### src/rtl/logic_unit_pipe.sv
// logic_unit_pipe: pipelined valid/ready bitwise logic unit; optional zero/ones flags under LOGIC_UNIT_FLAGS_EN
module logic_unit_pipe #(
    parameter int WIDTH = 64,
    parameter int DEPTH = 2
) (
    input  logic             clk,
    input  logic             rst_n,
    input  logic             in_valid,
    output logic             in_ready,
    input  logic [2:0]       op,
    input  logic [WIDTH-1:0] a,
    input  logic [WIDTH-1:0] b,
    output logic             out_valid,
    input  logic             out_ready,
    output logic [WIDTH-1:0] result,
`ifdef LOGIC_UNIT_FLAGS_EN
    output logic             out_zero,
    output logic             out_ones,
`endif
    output logic             busy
);
`ifdef LOGIC_UNIT_FLAGS_EN
    localparam int DW = WIDTH + 2;
`else
    localparam int DW = WIDTH;
`endif
    logic [WIDTH-1:0] w_res;
    logic [DW-1:0]    w_in;
    logic [DEPTH-1:0] r_v;
    logic [DEPTH-1:0] w_adv;
    logic [DEPTH-1:0] w_uv;
    logic [DW-1:0]    r_d  [DEPTH];
    logic [DW-1:0]    w_ud [DEPTH];

    // bitwise operation on the incoming operands
    always_comb begin
        case (op)
            3'b000:  w_res = a & b;
            3'b001:  w_res = a | b;
            3'b010:  w_res = a ^ b;
            3'b011:  w_res = ~(a | b);
            3'b100:  w_res = a & ~b;
            3'b101:  w_res = a | ~b;
            3'b110:  w_res = ~(a ^ b);
            default: w_res = a;
        endcase
    end

`ifdef LOGIC_UNIT_FLAGS_EN
    assign w_in     = {w_res == '0, &w_res, w_res};
    assign out_zero = r_d[DEPTH-1][WIDTH+1];
    assign out_ones = r_d[DEPTH-1][WIDTH];
`else
    assign w_in = w_res;
`endif

    // a stage advances when it or any stage downstream of it is empty, or the consumer pops
    for (genvar k = 0; k < DEPTH; k++) begin : g_stage
        assign w_adv[k] = out_ready || !(&r_v[DEPTH-1:k]);
        if (k == 0) begin : g_first
            assign w_uv[k] = in_valid;
            assign w_ud[k] = w_in;
        end else begin : g_next
            assign w_uv[k] = r_v[k-1];
            assign w_ud[k] = r_d[k-1];
        end
    end

    // stage registers: valid follows upstream on advance, data loads only with a valid upstream
    always_ff @(posedge clk or negedge rst_n) begin
        if (!rst_n) begin
            r_v <= '0;
            for (int k = 0; k < DEPTH; k++) r_d[k] <= '0;
        end else begin
            for (int k = 0; k < DEPTH; k++) begin
                if (w_adv[k]) begin
                    r_v[k] <= w_uv[k];
                    if (w_uv[k]) r_d[k] <= w_ud[k];
                end
            end
        end
    end

    assign in_ready  = w_adv[0];
    assign out_valid = r_v[DEPTH-1];
    assign result    = r_d[DEPTH-1][WIDTH-1:0];
    assign busy      = |r_v;
endmodule

### config.mk
export PLATFORM = sky130hd
export DESIGN_NAME = logic_unit_pipe
export DESIGN_NICKNAME = d
export VERILOG_FILES = /design/src/rtl/logic_unit_pipe.sv
export SDC_FILE = /design/constraint.sdc
export NUM_CORES = 1
export LEC_CHECK = 0
export BUFFER_PORTS_ARGS = -buffer_cell sky130_fd_sc_hd__buf_2
export CAP_MARGIN = 0
export CORE_MARGIN = 5
export CORE_UTILIZATION = 45
export CTS_CLUSTER_DIAMETER = 100
export DETAILED_ROUTE_END_ITERATION = 10
export GPL_ROUTABILITY_DRIVEN = 0
export PLACE_DENSITY = 0.69
export RECOVER_POWER = 50
export SYNTH_ARGS = -nofsm -noshare
export SYNTH_HDL_FRONTEND = slang
export SYNTH_SLANG_ARGS = --single-unit
### constraint.sdc
create_clock -name clk -period 1.6 [get_ports clk]
set_input_delay 0.16 -clock clk [delete_from_list [all_inputs] [get_ports clk]]
set_output_delay 0.16 -clock clk [all_outputs]
set_load 0.01 [all_outputs]
Yosys cells after proc, flatten, opt, wreduce, memory -nomap -nowiden
Cells that the tools add are included.

storage, ports and cells
  input port bits = 135
  flip-flop bits (word level) = 130
  output and inout port bits = 67

operators by class
  bitwise operators = 8
  muxes and demuxes = 1
  reductions and logical operators = 9
  equal/unequal tests = 6

operators by type and width
  operator              number
  $pmux W64 S7          1
  $not A64 Y64          3
  $and A64 B64 Y64      2
  $or A64 B64 Y64       2
  $xor A64 B64 Y64      1
  $eq A3 B3 Y1 const B  3
  $eq A3 B2 Y1 const B  2
  $reduce_and A2 Y1     3
  $eq A3 B1 Y1 const B  1
  $logic_not A3 Y1      1
  $logic_not A1 Y1      2
  $logic_or A1 B1 Y1    2
  $reduce_or A2 Y1      1

Logic depth before layout (Yosys ltp)
  depth in word-level cells = 4
  depth in mapped cells = 7
  gate-level depth less buffers = 6

Least setup slack after synthesis
OpenSTA, ideal clock, no wires.

  path kind = register -> register
  start point = register r_v[1]
  end point = register r_d[113] in the netlist's numbering
  slack = 68 ps
  period minus slack after synthesis = 1532 ps
  arrival = 1391 ps
  cell stages (with the launch flop) = 6
  cell sequence = dfrtp_1 > nand3b_1 > and2_1 > clkbuf_1 > clkbuf_1 > a31oi_1

on the way
  longest elaborated chain between the ends = 4

ends and longest elaborated chain
  what                             line  RTL
  start, declared                  29    logic [DEPTH-1:0] r_v;
  start signal, assigned by index  77    r_v[k] <= w_uv[k];
  $reduce_and A2 Y1                59    assign w_adv[k] = out_ready || !(&r_v[DEPTH-1:k]);
  $logic_not A1 Y1                 59
  $logic_or A1 B1 Y1               59
  net in_ready                     9     output logic in_ready,
  $reduce_and A2 Y1 (no line)      n/a
  end signal, assigned by index    78    if (w_uv[k]) r_d[k] <= w_ud[k];
  end, declared                    32    logic [DW-1:0] r_d [DEPTH];

The timed path passes the listed nets, and every way through them passes these cells.
A chain may end at the register's enable or synchronous reset.

Worst setup path in the final report
  start point = register r_v[0]
  end point = register r_d[86] in the netlist's numbering

on the way
  longest elaborated chain between the ends = 4

ends and longest elaborated chain
  what                         line
  $reduce_and A2 Y1            59
  $logic_not A1 Y1             59
  $logic_or A1 B1 Y1           59
  $reduce_and A2 Y1 (no line)  n/a

Every way passes these cells.

==> metrics <==
status finished, final reports clean; HP Class in -> reg; global-route wire length before repair 48500 um; Leakage 5.91 nW; Post-synth EDFFs 0; top cell type by total area after synthesis dfrtp_1; mapped cell area 11000 um^2; # IOs 202; Synth Net Count 1472; final slew viol count 0; Core Footprint 24200 um^2; Period Utilization, post-route 0.943; WP data arrival 1.84 ns; Sink Count 130; DRC viols 0; number of synthesis warnings 0; detailed placer's ending HPWL 20200 um; ys async rst share 1.00; CTS resizes 0; Port Buffer Count 201; CTS Buffer Depth 2; maximum clock rate 0.663 GHz; Synth top area share 0.295; critical path startpoint category flip-flop; post-route ant nets 0; final hold violations 0; WP data required 1.93 ns; worst skew pair latency 0.42 ns; Initial Utilization 0.455; worst hold path startpoint a[16]; Reg2Reg Depth 5; Seq/Total Area, Yosys 0.295; WS Path Type reg -> reg; Worst Tran Pin Value 1.18 ns; Detailed Routing Iterations Pass 1 7; initial antenna violation count 9; Min Clock Period, post-route 1.51 ns; WL/cell 18.0 um; layout cells sized above 1 0.237; Seq cells post-synth 130; critical path fanouts, max 25; Reg-to-Reg End r_d[86]; max_slew headroom 0.211; WL final 29600 um; fin util 0.520; Power Dens Cells 959 nW/um^2; Layout Area Growth over Synthesis 14.3%; Final setup viols 0; vias in the first global route 9385; CTS root buffer clkbuf_16; Netlist cell types 39; Post-synth top cells 130 x dfrtp_1, 128 x ha_1, 128 x inv_1, 77 x buf_4, 77 x nor3_1; Critical Path Start r_v[0]; DRT iter0 DRCs 566; clock slew at reported path FFs 0.06 ns; TritonCTS clock tree built; Die H 167 um; site row count 57; VDD IR max 0.000597 V; Syn Area/Cell 9.12 um^2; worst r2r src r_v[0]; grt ovf 0; Hold Path Cell Cnt 3; skew final 0.00748 ns; GRT Total Usage 0.210; DR vias/cell 5.62; die extent in x 167 um; most common cell in the netlist dfrtp_1; Max Cap Viol 0; ranking of synthesized cells by area dfrtp_1 30%, ha_1 15%, mux2_2 6.5%; Die ar. 27700 um^2; Worst Setup End Kind flip-flop; pre-CTS setup slack -0.0879 ns; RSZ-0062 raised after global routing no; Final #Nets 1568; Final WS setup 0.0912 ns; H-Tree Level Count 4; cts hold-fix bufs 2; pin count of the biggest net entering global routing 73; CTS buffer count 17; Hold Crit Endpoint r_d[80]; Reg2Reg Setup Slack 0.09 ns; vias post-DR 9273; Mapped Cells 1209; prevailing post-synth register cell dfrtp_1; post-CTS setup buffer count 0
[cells in the final DEF (no fill, tap or decap), drive strengths merged, types with 3 or more instances in the layout]
| cell | synthesis | final |
|---|---|---|
| a21oi | 26 | 26 |
| bufinv | 0 | 3 |
| o221ai | 53 | 53 |
| o31ai | 38 | 38 |
| buf | 128 | 207 |
| clkbuf | 36 | 50 |
| a221o | 35 | 35 |
| nand2b | 5 | 5 |
| nor2 | 64 | 64 |
| a22oi | 25 | 25 |
| mux2i | 28 | 28 |
| nand2 | 29 | 29 |
| diode | 0 | 7 |
| o22ai | 10 | 10 |
| mux2 | 64 | 64 |
| nor3 | 77 | 77 |
| clkinv | 0 | 3 |
| xor2 | 28 | 28 |
| dfrtp | 130 | 130 |
| ha | 128 | 128 |
| o21ai | 63 | 63 |
| clkinvlp | 0 | 3 |
| xnor2 | 61 | 61 |
| inv | 129 | 134 |
| a31oi | 38 | 38 |
[registers in the layout, summed over array words and instances, names as in the netlist]
register,flops
r_v,2
r_d,64
result,64
[stage by stage]
| stage | cells | hold slack, ns | total power [mW] | TNS, ns | cell area (um^2) |
|---|---|---|---|---|---|
| floorplan | 1209 | -0.136 | 7.29 | 0 | 11000 |
| global placement | 1608 | 0.131 | 8.00 | -1.82 | 12000 |
| detailed placement | 1608 | 0.124 | 8.12 | -2.07 | 12000 |
| CTS | 1642 | 0.00164 | 12.3 | 0 | 12600 |
| global route | 1649 | 0.00650 | 12.8 | 0 | 12600 |
| finish | 1649 | 0.0126 | 12.1 | 0 | 12600 |
[kinds of logic after synthesis]
group | count (synthesis) | synth area share
multiplexers | 92 | 0.0908
AO/OA/AOI/OAI | 292 | 0.188
buffers and inverters | 293 | 0.135
flip-flops | 130 | 0.295
AND/OR/NAND/NOR | 185 | 0.0753
adder cells (fa/ha/maj) | 128 | 0.145
XOR/XNOR | 89 | 0.0707
[worst max-delay path by stage]
stage	end	slack [ns]	cells after the start
after floorplan	r_d[113]	0.07	5
after global placement	r_d[119]	-0.09	5
after detailed placement	r_d[120]	-0.09	5
after CTS	r_d[86]	0.09	5
after global routing	result[60]	0.0006	3
final	r_d[86]	0.09	5
[layer usage]
layer  up-vias  share of wire  track usage
met5         -         0.0011            0
met4         6          0.024       0.0697
met3        50          0.060       0.0431
met2       311           0.48        0.344
met1      4503           0.44        0.278
li1       4403              -            -
[final cells by class]
| cell class | instances | area, um^2 |
|---|---|---|
| timing repair buffer | 241 | 1520 |
| fill | 2283 | 11600 |
| tap | 324 | 405 |
| clock buffer | 18 | 429 |
| sequential | 130 | 3250 |
| inverter | 129 | 484 |
| multi-input combinational | 786 | 6310 |
| clock inverter | 14 | 179 |
| antenna | 7 | 17.5 |
[worst max-delay path, stage by stage, from the launching register on]
cell and delay (ns):
dfrtp_1 0.42, nand3b_1 0.16, and2_4 0.39, buf_12 0.22
nor2_1 0.05, a31oi_1 0.17
[report_power, final]
group	switching (mW)	internal, mW	total [mW]
logic	1.91	1.62	3.53
registers	0.411	4.05	4.46
clock network	1.62	2.48	4.10
total	3.94	8.15	12.1
Power figures use the tool's default switching activity.
